$ cat src/rtl/o_linebuf_reader.sv
// Raster timing generator that reads a ping-pong pair of line buffers as packed
// words, unpacks them to pixels and tracks PS line fills against display demand.
module o_linebuf_reader #(
    parameter int H_ACTIVE = 640,
    parameter int H_FP     = 16,
    parameter int H_SYNC   = 96,
    parameter int H_BP     = 48,
    parameter int V_ACTIVE = 480,
    parameter int V_FP     = 10,
    parameter int V_SYNC   = 2,
    parameter int V_BP     = 33,
    parameter bit SYNC_POL = 1'b0,
    parameter int DATA_W   = 32,
    parameter int PIX_W    = 8,
    parameter int ADDR_W   = 32
) (
    input  logic              pclk,
    input  logic              reset,
    input  logic [DATA_W-1:0] i_data,
    input  logic              line_ack,
    output logic              vsync,
    output logic              hsync,
    output logic              vde,
    output logic [ADDR_W-1:0] addr,
    output logic [PIX_W-1:0]  o_data,
    output logic              req_line,
    output logic [11:0]       req_line_num,
    output logic              req_frame,
    output logic              underrun
);
    localparam int PPW    = DATA_W / PIX_W;
    localparam int LANE_W = (PPW > 1) ? $clog2(PPW) : 1;

    localparam logic [11:0] HA      = 12'(H_ACTIVE);
    localparam logic [11:0] HS_BEG  = 12'(H_ACTIVE + H_FP);
    localparam logic [11:0] HS_END  = 12'(H_ACTIVE + H_FP + H_SYNC);
    localparam logic [11:0] H_LAST  = 12'(H_ACTIVE + H_FP + H_SYNC + H_BP - 1);
    localparam logic [11:0] VA      = 12'(V_ACTIVE);
    localparam logic [11:0] VS_BEG  = 12'(V_ACTIVE + V_FP);
    localparam logic [11:0] VS_END  = 12'(V_ACTIVE + V_FP + V_SYNC);
    localparam logic [11:0] V_LAST  = 12'(V_ACTIVE + V_FP + V_SYNC + V_BP - 1);
    localparam logic [11:0] PPW12   = 12'(PPW);

    logic [11:0] hcnt, vcnt;
    logic        act, hs, vs, frame_evt, line_start, line_end, pix_blank;
    logic [LANE_W-1:0] lane, lane_d1;
    logic [11:0] word_idx;
    logic        line_blank, blank_d1;
    logic [1:0]  valid, valid_nxt;
    logic        fill_ptr, fill_ptr_nxt;
    logic [2:1]  vld_pipe, hs_pipe, vs_pipe;
    logic [PPW-1:0][PIX_W-1:0] words;

    assign words = i_data;

    assign act        = (hcnt < HA) && (vcnt < VA);
    assign hs         = (hcnt >= HS_BEG) && (hcnt < HS_END);
    assign vs         = (vcnt >= VS_BEG) && (vcnt < VS_END);
    assign frame_evt  = (hcnt == '0) && (vcnt == VA);
    assign line_start = (hcnt == '0) && (vcnt < VA);
    assign line_end   = (hcnt == HA) && (vcnt < VA);
    assign lane       = LANE_W'(hcnt % PPW12);
    assign word_idx   = hcnt / PPW12;

    // First pixel of a line sees the fill state directly; later pixels use the latched decision.
    assign pix_blank  = (hcnt == '0) ? ~valid[vcnt[0]] : line_blank;

    // Frame clear first, then line-end clear, then the ack: an ack always lands on the cleared view.
    always_comb begin
        valid_nxt    = valid;
        fill_ptr_nxt = fill_ptr;
        if (frame_evt) begin
            valid_nxt    = '0;
            fill_ptr_nxt = 1'b0;
        end
        if (line_end)
            valid_nxt[vcnt[0]] = 1'b0;
        if (line_ack && !valid_nxt[fill_ptr_nxt]) begin
            valid_nxt[fill_ptr_nxt] = 1'b1;
            fill_ptr_nxt            = ~fill_ptr_nxt;
        end
    end

    always_ff @(posedge pclk) begin
        if (reset) begin
            hcnt         <= '0;
            vcnt         <= VA;
            valid        <= '0;
            fill_ptr     <= 1'b0;
            line_blank   <= 1'b0;
            underrun     <= 1'b0;
            req_frame    <= 1'b0;
            req_line     <= 1'b0;
            req_line_num <= '0;
            addr         <= '0;
            vld_pipe     <= '0;
            hs_pipe      <= '0;
            vs_pipe      <= '0;
            blank_d1     <= 1'b0;
            lane_d1      <= '0;
            o_data       <= '0;
        end else begin
            if (hcnt == H_LAST) begin
                hcnt <= '0;
                vcnt <= (vcnt == V_LAST) ? 12'd0 : vcnt + 12'd1;
            end else begin
                hcnt <= hcnt + 12'd1;
            end

            req_frame <= frame_evt;
            req_line  <= line_end && (vcnt + 12'd2 < VA);
            if (line_end && (vcnt + 12'd2 < VA))
                req_line_num <= vcnt + 12'd2;

            valid    <= valid_nxt;
            fill_ptr <= fill_ptr_nxt;

            if (line_start) begin
                line_blank <= ~valid[vcnt[0]];
                if (!valid[vcnt[0]])
                    underrun <= 1'b1;
            end

            if (act && (lane == '0))
                addr <= {vcnt[0], (ADDR_W-1)'(word_idx)};

            vld_pipe <= {vld_pipe[1], act};
            hs_pipe  <= {hs_pipe[1], hs};
            vs_pipe  <= {vs_pipe[1], vs};
            blank_d1 <= pix_blank;
            lane_d1  <= lane;
            o_data   <= (vld_pipe[1] && !blank_d1) ? words[lane_d1] : '0;
        end
    end

    assign vde   = vld_pipe[2];
    assign hsync = hs_pipe[2] ? SYNC_POL : ~SYNC_POL;
    assign vsync = vs_pipe[2] ? SYNC_POL : ~SYNC_POL;

endmodule

$ cat config.mk
export PLATFORM = sky130hd
export DESIGN_NAME = o_linebuf_reader
export DESIGN_NICKNAME = d
export VERILOG_FILES = /design/src/rtl/o_linebuf_reader.sv
export SDC_FILE = /design/constraint.sdc
export NUM_CORES = 1
export LEC_CHECK = 0
export ABC_AREA = 1
export CAP_MARGIN = 40
export CORE_ASPECT_RATIO = 0.5
export CORE_UTILIZATION = 50
export DETAILED_ROUTE_END_ITERATION = 8
export PLACE_DENSITY_LB_ADDON = 0.15
export SYNTH_ARGS = -nofsm -noshare
export SYNTH_HDL_FRONTEND = slang
export SYNTH_SLANG_ARGS = --single-unit
$ cat constraint.sdc
create_clock -name pclk -period 3.7 [get_ports pclk]
set_input_delay 1.11 -clock pclk [delete_from_list [all_inputs] [get_ports pclk]]
set_output_delay 1.11 -clock pclk [all_outputs]
set_load 0.05 [all_outputs]
After elaboration in Yosys (flattened, before gate mapping)
Index checks and enable logic that the tools add are counted.
{"block": "classes", "addsub": 3, "reduce_logical": 19, "mux": 19, "n_eq_ne": 4, "bitwise_logic": 6, "order_cmp": 12}
{"op": "== test 12 x 10 -> 1 bit (second input constant)", "count": 3}
{"op": "less-than comparator 12 x 9 -> 1 bit (second input constant)", "count": 3}
{"op": "adder 12 x 1 -> 12 bit (second input constant)", "count": 2}
{"op": "less-than comparator 12 x 10 -> 1 bit (second input constant)", "count": 2}
{"op": "binary-select mux 8 bit (select 2 bit)", "count": 1}
{"op": "adder 12 x 2 -> 12 bit (second input constant)", "count": 1}
{"op": "== test 12 x 9 -> 1 bit (second input constant)", "count": 1}
{"op": ">= comparator 12 x 10 -> 1 bit (second input constant)", "count": 1}
{"op": ">= comparator 12 x 9 -> 1 bit (second input constant)", "count": 1}
{"op": "logical AND 1 bit", "count": 12}
{"op": "zero test 12 bit", "count": 1}
{"op": "two-way mux 12 bit", "count": 1}
{"op": "two-way mux 1 bit", "count": 11}
{"op": "two-way mux 8 bit", "count": 1}
{"op": "two-way mux 2 bit", "count": 3}
{"op": "less-than comparator 1 x 2 -> 1 bit (second input constant)", "count": 2}
{"op": "OR reduction 2 bit", "count": 2}
{"op": "less-than comparator 2 x 3 -> 1 bit (second input constant)", "count": 1}
{"op": "inverter 1 bit", "count": 3}
{"op": "AND 2 bit", "count": 1}
{"op": "demux 1 bit (select 1 bit)", "count": 2}
{"op": ">= comparator 1 bit (second input constant)", "count": 2}
{"op": "zero test 1 bit", "count": 2}
{"op": "zero test 2 bit", "count": 1}
{"op": "3 further kinds", "count": 3}
{"block": "totals", "input_bits": 35, "wordCells": 79, "reg_bits": 71}

Logic depth before layout (Yosys ltp)
Gate-level depths: netlist (run 1).
{"block": "depth", "depth_word": 12, "mapped_depth": 12, "depth_no_buf": 12}

Worst setup path after synthesis (run 1)
No wires, ideal clock.
{"block": "synth_timing", "path_kind": "input to register", "start": "input port reset", "end": "register addr[2]", "t_arrival_ns": 1.675, "required_time_ns": 3.630, "n_path_buf": 1, "slack_ns": 1.955, "setup_ns": 0.070, "path_stages": 4, "cell_sequence": "clkinv_1 -> clkbuf_1 -> o21ai_0 -> a21oi_1"}
{"item": "from (decl)", "line_no": "18", "source": "input logic reset,"}
{"item": "to (signal assigned)", "line_no": "125", "source": "addr <= {vcnt[0], (ADDR_W-1)'(word_idx)};"}
{"item": "to (decl)", "line_no": "24", "source": "output logic [ADDR_W-1:0] addr,"}

Final worst setup path (run 1)
{"block": "layout_timing", "start": "register req_line_num[2]", "end": "output port req_line_num[2]"}
{"item": "from (decl)", "line_no": "27", "source": "output logic [11:0] req_line_num,"}
{"item": "from (signal assigned)", "line_no": "113", "source": "req_line_num <= vcnt + 12'd2;"}
No word-level cell between the ends.

==> results of run 1 <==
cell usage after synthesis:
cell	instances	area share, %
nor3_2	2	0.57
nand3_2	4	1.1
nand3_1	31	4.4
o211ai_1	1	0.21
nand2_2	6	1.1
clkinv_1	1	0.11
xnor2_1	1	0.25
nor2_2	6	1.1
nand2_4	1	0.32
o21ai_0	33	4.7
nor3_4	1	0.46
and3_1	2	0.35
nor4_1	4	0.71
conb_1	1	0.11
nor2_4	2	0.64
a31oi_1	1	0.18
ha_1	6	2.1
inv_2	5	0.53
a21oi_1	33	4.7
buf_6	3	0.95
nor2_1	97	10
inv_1	55	5.8
nor3b_1	3	0.64
dfxtp_1	71	40
nand4_4	1	0.60
nand2_1	72	7.6
nor3_1	13	1.8
nand4_1	4	0.71
buf_4	24	5.1
clkbuf_1	8	0.85
a211oi_1	1	0.21
xor2_1	7	1.7
how the worst min path moves through the flow:
stage | slack, ns | cells after the start | to
floorplan | 0.39 | 2 | hs_pipe[2]
global placement | 0.39 | 2 | hs_pipe[2]
detailed placement | 0.40 | 2 | hs_pipe[2]
CTS | 0.41 | 2 | hs_pipe[2]
global route | 0.44 | 2 | hs_pipe[2]
finish | 0.40 | 2 | hs_pipe[2]
worst reg2reg max path, stage by stage, from the launching register on:
cell	delay, ns
dfxtp_1	0.34
inv_1	0.10
ha_1	0.14
inv_1	0.07
nor3_1	0.27
nand3_1	0.15
nor2_2	0.50
nand2_1	0.23
and3_1	0.20
placed cells by master (no fill, tap or decap), types with 9 or more instances in the layout:
cell type        instances
a21oi_1                 33
clkbuf_16                9
clkdlybuf4s50_1         71
conb_1                  21
dfxtp_1                 71
inv_1                   55
nand2_1                 72
nand3_1                 31
nor2_1                  97
nor3_1                  13
o21ai_0                 33
state kept, by name, summed over array words and instances, names as in the netlist:
| signal | flops |
|---|---|
| hcnt | 12 |
| req_line_num | 12 |
| vcnt | 12 |
| addr | 11 |
| o_data | 8 |
| hs_pipe | 2 |
| lane_d1 | 2 |
| valid | 2 |
| vld_pipe | 2 |
| vs_pipe | 2 |
| blank_d1 | 1 |
| fill_ptr | 1 |
| line_blank | 1 |
| req_frame | 1 |
| req_line | 1 |
| underrun | 1 |
cell type report:
type                            instances  area, sq um  area share, %
Clock buffer                           10          239           5.32
Tap cell                               92          115           2.56
Clock inverter                          6         36.3          0.808
Inverter                               61          229           5.10
Sequential cell                        71         1420           31.7
Multi-Input combinational cell        353         1720           38.4
Timing Repair Buffer                   73          726           16.2
routing by layer:
metal	track usage [%]	up-vias	routed length [microns]
met4	6.88	0	42
met1	29.5	1414	3920
met3	7.96	4	602
li1	-	1690	-
met5	0	-	0
met2	36.7	89	3620
report_power, final:
group | switching [W] | total (W) | internal [W] | leakage (nW)
Clock | 0.000325 | 0.000792 | 0.000467 | 0.138
Combinational | 0.0000999 | 0.000153 | 0.0000532 | 1.18
Sequential | 0.00000865 | 0.000782 | 0.000773 | 0.574
Total | 0.000433 | 0.00173 | 0.00129 | 1.90
through the flow:
step | hold WS (ns) | area [sq um] | total power (W) | util [%] | cells
finish | 0.404 | 4490 | 0.00173 | 66.5 | 666
global route | 0.440 | 4490 | 0.00179 | 66.5 | 666
CTS | 0.406 | 4490 | 0.00174 | 66.5 | 666
detailed placement | 0.399 | 4210 | 0.000951 | 62.4 | 650
global placement | 0.391 | 4210 | 0.000950 | 62.4 | 650
floorplan | 0.388 | 3620 | 0.000916 | - | 520
kinds of logic (layout without fill, tap and decap cells):
logic type                 after synthesis  count (layout)  share of synthesized area [%]
buffers and inverters                   96             150                           13.4
AOI/OAI and AO/OA                       69              69                           9.93
other                                    1              21                          0.106
adders and majority gates                6               6                           2.12
DFF                                     71              71                           40.1
and+or+nand+nor                        249             249                           32.4
xor gates and xnor gates                 8               8                           1.98
==> flow_summary.toml, run 1 <==
[outcome]
outcome = "finished clean"

[sta]
max_freq_ghz = 0.386
setup_slack_ns = 1.11
setup_tns_ns = 0
finalCritPeriodShare_pct = 70.0
fin_crit_ns = 2.59
finalSetupViolCount = 0
worstMarginPinSlew_ns = 0.626
drv_slew = 0
slew_headroom_pct = 57.9
clock_skew_ns = 0.0100
finalHoldViolations = 0
rsz0062_at_grt = "no"

[min_path]
hp-start = "hs_pipe[1]"
min_path_type = "reg2reg"

[route]
drt-pass1-iter-count = 4
wl_per_cell_microns = 12.3
viasPerCell = 4.80
wl_mm = 8.19
vias = 3197
ant_nets = 0
drc_errors = 0
drtIter0Drc = 149

[worst_setup_path]
arrival_ns = 1.48
worst_path_max_delay_cell = "clkdlybuf4s50_1"
crit_buf_inv = 1
crit_path_max_incr_delay_ns = 0.82
cp-start-kind = "flop"
worstSetupStartpoint = "req_line_num[2]"
timing.rr.end = "req_line_num[10]"
worstPathMaxFanout = 2
path_class = "reg2out"
crit_path_end_kind = "output port"
critPathTopFamily = "buffers and inverters"
rr_worst_depth = 8
path_cells = "clkdlybuf4s50_1"
cp.depth = 1
reg2reg_from = "hcnt[0]"
crit_end = "req_line_num[2]"
r2r_slack_ns = 1.58
required_ns = 2.59

[clocking]
cts_tree = "done"
ctsResizeCount = 0
clk_pin_slew_ns = 0.06
h-tree-depth = 3
cts_buffers = 9
cts_buffer_depth = 2
clk_latency_ns = 0.34
cts-hold-fix-buffers = 0
cts_root_buffer = "clkbuf_16"
postCtsSetupRepairBufs = 0
clkSinkCount = 71

[logic_synthesis]
avgSynthCellArea_sq_um = 7.08
synth_cell_types = 32
ys_seq_elements = 71
yosysWarningCount = 0
netlist_area_sq_mm = 0.00354
synth-seq-area-share_pct = 40.1
synthCells = 500

[die]
die_h_microns = 61.5
dieArea_sq_mm = 0.00744
io-pin-count = 93
core_area_sq_mm = 0.00675
initial_utilization_pct = 52.4
rows = 21
die_width_microns = 121

[cells_and_area]
finalNetCount = 610
area_delta_synth_final_pct = 26.7
n_antenna_cell = 0
fillers = 624
drive_above_1_share_pct = 8.01

[placement]
dp_hpwl_mm = 6.06
dp_slack_ns = 0.934
io_buffers = 71
globalplace.congestion = 0.902

[global_route]
grt_max_degree = 22
antenna_found_initial = 0
grt_pass1_vias = 2651
gr-total-overflow = 0
grt_first_pass_wirelength_mm = 12.8
track_usage_pct = 22.8

[pwr]
pwr_density_cell_mw_per_mm2 = 385
irDropWorstVdd_uv = 272
p_leak_nw = 1.90

[run]
drv_cap = 0
Power figures use the tool's default switching activity.
==> inputs of run 2 (changes only) <==
--- a/config.mk
+++ b/config.mk
@@ -8,7 +8,7 @@
 export ABC_AREA = 1
 export CAP_MARGIN = 40
 export CORE_ASPECT_RATIO = 0.5
-export CORE_UTILIZATION = 50
+export CORE_UTILIZATION = 49
 export DETAILED_ROUTE_END_ITERATION = 8
 export PLACE_DENSITY_LB_ADDON = 0.15
 export SYNTH_ARGS = -nofsm -noshare
==> constraint.sdc (replaced) <==
create_clock -name pclk -period 2.4 [get_ports pclk]
set_input_delay 0.72 -clock pclk [delete_from_list [all_inputs] [get_ports pclk]]
set_output_delay 0.72 -clock pclk [all_outputs]
set_load 0.05 [all_outputs]
==> flow_summary.toml, run 2 (synthesis results as in run 1) <==
[outcome]
outcome = "finished clean"

[pwr]
p_sw_w = 0.000656
pwr-share-clk_pct = 47.6
power.total_w = 0.00277
sw_frac_of_total_pct = 23.7
irDropWorstVdd_uv = 430
power.internal_w = 0.00211
seqPwrFrac_pct = 43.4
p_comb_share_pct = 9.0
pwr_density_cell_mw_per_mm2 = 610
p_leak_nw = 1.92

[run]
drv_cap = 0

[die]
dieArea_sq_mm = 0.00759
die_width_microns = 122
io-pin-count = 93
initial_utilization_pct = 51.8
core_area_sq_mm = 0.00683
die_h_microns = 62.1
rows = 21

[sta]
slew_headroom_pct = 60.5
rsz0062_at_grt = "no"
finalCritPeriodShare_pct = 92.1
finalSetupViolCount = 0
clock_skew_ns = 0.00380
fin_crit_ns = 2.21
drv_slew = 0
worstMarginPinSlew_ns = 0.587
setup_tns_ns = 0
finalHoldViolations = 0
setup_slack_ns = 0.189
holdWs_ns = 0.412
max_freq_ghz = 0.452

[clocking]
cts_buffer_depth = 2
clk_pin_slew_ns = 0.05
ctsResizeCount = 0
postCtsSetupRepairBufs = 0
cts_root_buffer = "clkbuf_16"
cts-hold-fix-buffers = 0
clkSinkCount = 71
clk_latency_ns = 0.34
h-tree-depth = 3
cts_buffers = 9
cts_tree = "done"

[worst_setup_path]
crit_path_end_kind = "output port"
rr_worst_depth = 9
critPathTopFamily = "buffers and inverters"
crit_buf_inv = 1
worstSetupStartpoint = "req_line_num[2]"
cp.depth = 1
path_cells = "clkdlybuf4s50_1"
worstPathMaxFanout = 2
r2r_slack_ns = 0.49
timing.rr.end = "vcnt[3]"
path_class = "reg2out"
reg2reg_from = "hcnt[0]"
crit_path_max_incr_delay_ns = 0.83
arrival_ns = 1.49
worst_path_max_delay_cell = "clkdlybuf4s50_1"
required_ns = 1.68
cp-start-kind = "flop"

[global_route]
antenna_found_initial = 0
track_usage_pct = 23.5
grt_pass1_vias = 2987
gr-total-overflow = 0
grt_max_degree = 22
grt_first_pass_wirelength_mm = 13.7

[min_path]
min_path_type = "reg2reg"
holdPathEnd = "vs_pipe[2]"
hp-start = "vs_pipe[1]"
min_delay_path_depth = 2

[cells_and_area]
top_regs = "hcnt: 12 flops, req_line_num: 12 flops, vcnt: 12 flops"
area_delta_synth_final_pct = 28.1
finalNetCount = 614
drive_above_1_share_pct = 8.13
final_cell_mix = "nor2_1 (97), nand2_1 (72), dfxtp_1 (71), clkdlybuf4s50_1 (71), inv_1 (55)"
final_util_pct = 66.4
n_antenna_cell = 0
final_common_cell = "nor2_1"

[placement]
globalplace.congestion = 0.892
dp_hpwl_mm = 6.30
dp_slack_ns = 0.181
io_buffers = 71

[route]
wl_mm = 8.46
viasPerCell = 4.90
drtIter0Drc = 205
ant_nets = 0
drt-pass1-iter-count = 4
wl_per_cell_microns = 12.6
vias = 3286
drc_errors = 0
[run 2: layout make-up]
class                      count  area (sq um)
timing repair buffer          77           756
tap                           92           115
clock inverter                 3          42.5
fill                         634          2300
sequential                    71          1420
inverter                      61           229
multi-input combinational    353          1720
clock buffer                  13           250
[run 2: worst max-delay path by stage]
| stage | to | slack (ns) |
|---|---|---|
| after floorplan | fill_ptr | 0.81 |
| after global placement | vcnt[1] | 0.15 |
| after detailed placement | vcnt[9] | 0.18 |
| after CTS | req_line_num[2] | 0.17 |
| after global routing | req_line_num[9] | 0.15 |
| final | req_line_num[2] | 0.19 |
[run 2: metrics by stage]
stage,cells,cell area (sq um)
global route,670,4540
detailed placement,654,4240
global placement,654,4240
finish,670,4540
floorplan,520,3620
CTS,670,4540
[run 2: power by group through the flow]
stage               Combinational, W  Sequential (W)  Clock [W]
floorplan                   0.000182         0.00123          0
global placement            0.000245         0.00122          0
detailed placement          0.000246         0.00122          0
CTS                         0.000248         0.00120    0.00134
global route                0.000271         0.00120    0.00139
finish                      0.000248         0.00120    0.00132
[run 2: routing by layer]
| layer | up-vias | global-route usage [%] | routed length, microns |
|---|---|---|---|
| met2 | 107 | 37.8 | 3700 |
| met3 | 12 | 8.36 | 668 |
| li1 | 1701 | - | - |
| met4 | 0 | 7.62 | 124 |
| met1 | 1466 | 29.3 | 3970 |
| met5 | - | 0 | 0 |
==> inputs of run 3 (changes only) <==
--- a/config.mk
+++ b/config.mk
@@ -6,9 +6,9 @@
 export NUM_CORES = 1
 export LEC_CHECK = 0
 export ABC_AREA = 1
-export CAP_MARGIN = 40
+export CAP_MARGIN = 20
 export CORE_ASPECT_RATIO = 0.5
-export CORE_UTILIZATION = 49
+export CORE_UTILIZATION = 50
 export DETAILED_ROUTE_END_ITERATION = 8
 export PLACE_DENSITY_LB_ADDON = 0.15
 export SYNTH_ARGS = -nofsm -noshare
==> constraint.sdc (replaced) <==
create_clock -name pclk -period 2.6 [get_ports pclk]
set_input_delay 0.78 -clock pclk [delete_from_list [all_inputs] [get_ports pclk]]
set_output_delay 0.78 -clock pclk [all_outputs]
set_load 0.05 [all_outputs]
==> flow_summary.toml, run 3 (synthesis results as in run 1) <==
[sta]
max_freq_ghz = 0.444
finalCritPeriodShare_pct = 86.7
setup_slack_ns = 0.346
finalSetupViolCount = 0
drv_slew = 0
finalHoldViolations = 0
worstMarginPinSlew_ns = 0.590
rsz0062_at_grt = "no"
slew_headroom_pct = 60.3
fin_crit_ns = 2.25
setup_tns_ns = 0
clock_skew_ns = 0.00347

[route]
vias = 3303
drtIter0Drc = 153
viasPerCell = 4.94
wl_per_cell_microns = 12.5
ant_nets = 0
drt-pass1-iter-count = 4
wl_mm = 8.34
drc_errors = 0

[worst_setup_path]
worstPathMaxFanout = 2
reg2reg_from = "hcnt[0]"
required_ns = 1.82
crit_path_max_incr_delay_ns = 0.80
crit_buf_inv = 1
worstSetupStartpoint = "addr[5]"
path_cells = "clkdlybuf4s50_1"
crit_path_end_kind = "output port"
path_class = "reg2out"
cp-start-kind = "flop"
arrival_ns = 1.47
rr_worst_depth = 10
cp.depth = 1
critPathTopFamily = "buffers and inverters"
worst_path_max_delay_cell = "clkdlybuf4s50_1"

[pwr]
pwr-share-clk_pct = 45.7
p_leak_nw = 1.90
p_sw_w = 0.000586
sw_frac_of_total_pct = 23.8
power.internal_w = 0.00187
seqPwrFrac_pct = 45.3
irDropWorstVdd_uv = 394
p_comb_share_pct = 8.9
pwr_density_cell_mw_per_mm2 = 545

[clocking]
cts_tree = "done"
cts_buffer_depth = 2
ctsResizeCount = 0
h-tree-depth = 3
cts-hold-fix-buffers = 0
cts_buffers = 9
clk_pin_slew_ns = 0.05
clk_latency_ns = 0.33
cts_root_buffer = "clkbuf_16"
clkSinkCount = 71
postCtsSetupRepairBufs = 0

[cells_and_area]
finalNetCount = 612
drive_above_1_share_pct = 7.99
top_regs = "hcnt: 12 flops, req_line_num: 12 flops, vcnt: 12 flops"
final_common_cell = "nor2_1"
area_delta_synth_final_pct = 27.2
final_cell_mix = "nor2_1 (97), nand2_1 (72), dfxtp_1 (71), clkdlybuf4s50_1 (71), inv_1 (55)"
n_antenna_cell = 0

[global_route]
grt_pass1_vias = 2722
gr-total-overflow = 0
grt_first_pass_wirelength_mm = 12.9
grt_max_degree = 22
track_usage_pct = 22.8
antenna_found_initial = 0

[min_path]
min_delay_path_depth = 2
min_path_type = "reg2reg"
hp-start = "vld_pipe[1]"

[placement]
globalplace.congestion = 0.906
dp_hpwl_mm = 6.20
dp_slack_ns = 0.327
io_buffers = 71

[die]
rows = 21
initial_utilization_pct = 52.4
dieArea_sq_mm = 0.00744
core_area_sq_mm = 0.00675
io-pin-count = 93
die_h_microns = 61.5
die_width_microns = 121

[run]
drv_cap = 0

[outcome]
outcome = "finished clean"
-- run 3: changes by cell type in the layout (fill, tap and decap cells not counted) --
| cell | delta |
|---|---|
| buf_4 | -2 |
| bufinv_16 | -1 |
| clkbuf_1 | -1 |
| clkbuf_8 | +1 |
| clkinv_2 | +1 |
-- run 3: worst paths after layout --
| path | slack (ns) | endpoint |
|---|---|---|
| max | 0.35 | addr[5] |
| max reg2reg | 0.65 | vcnt[8] |
| min | 0.41 | vld_pipe[2] |
| min reg2reg | 0.41 | vld_pipe[2] |
-- run 3: layout make-up --
| type | count | area (sq um) |
|---|---|---|
| inverters | 61 | 229 |
| multi-input cells | 353 | 1720 |
| repair buffers | 75 | 741 |
| clock buffers | 13 | 260 |
| clock inverters | 3 | 17.5 |
| flip-flops and latches | 71 | 1420 |
| well taps | 92 | 115 |
| fillers | 611 | 2250 |
-- run 3: power groups by stage --
stage	Combinational [W]	Clock, W	Sequential [W]
3_3_place_gp	0.000218	0	0.00114
4_1_cts	0.000219	0.00115	0.00111
3_5_place_dp	0.000218	0	0.00114
2_1_floorplan	0.000168	0	0.00113
6_report	0.000220	0.00112	0.00111
5_1_grt	0.000240	0.00119	0.00111
-- run 3: through the flow --
stage / util (%) / area, sq um / power, W / cells / hold slack [ns]
2_1_floorplan: - / 3620 / 0.00130 / 520 / 0.388
3_3_place_gp: 62.6 / 4230 / 0.00135 / 652 / 0.390
3_5_place_dp: 62.6 / 4230 / 0.00136 / 652 / 0.396
4_1_cts: 66.7 / 4510 / 0.00248 / 668 / 0.416
5_1_grt: 66.7 / 4510 / 0.00254 / 668 / 0.440
6_report: 66.7 / 4510 / 0.00246 / 668 / 0.415
-- run 3: per-layer routing --
metal | GRT usage [%] | wire length (microns) | up-vias
li1 | - | - | 1700
met1 | 30.3 | 3980 | 1469
met2 | 36.6 | 3630 | 127
met3 | 6.39 | 656 | 7
met4 | 7.58 | 70 | 0
met5 | 0 | 0 | -
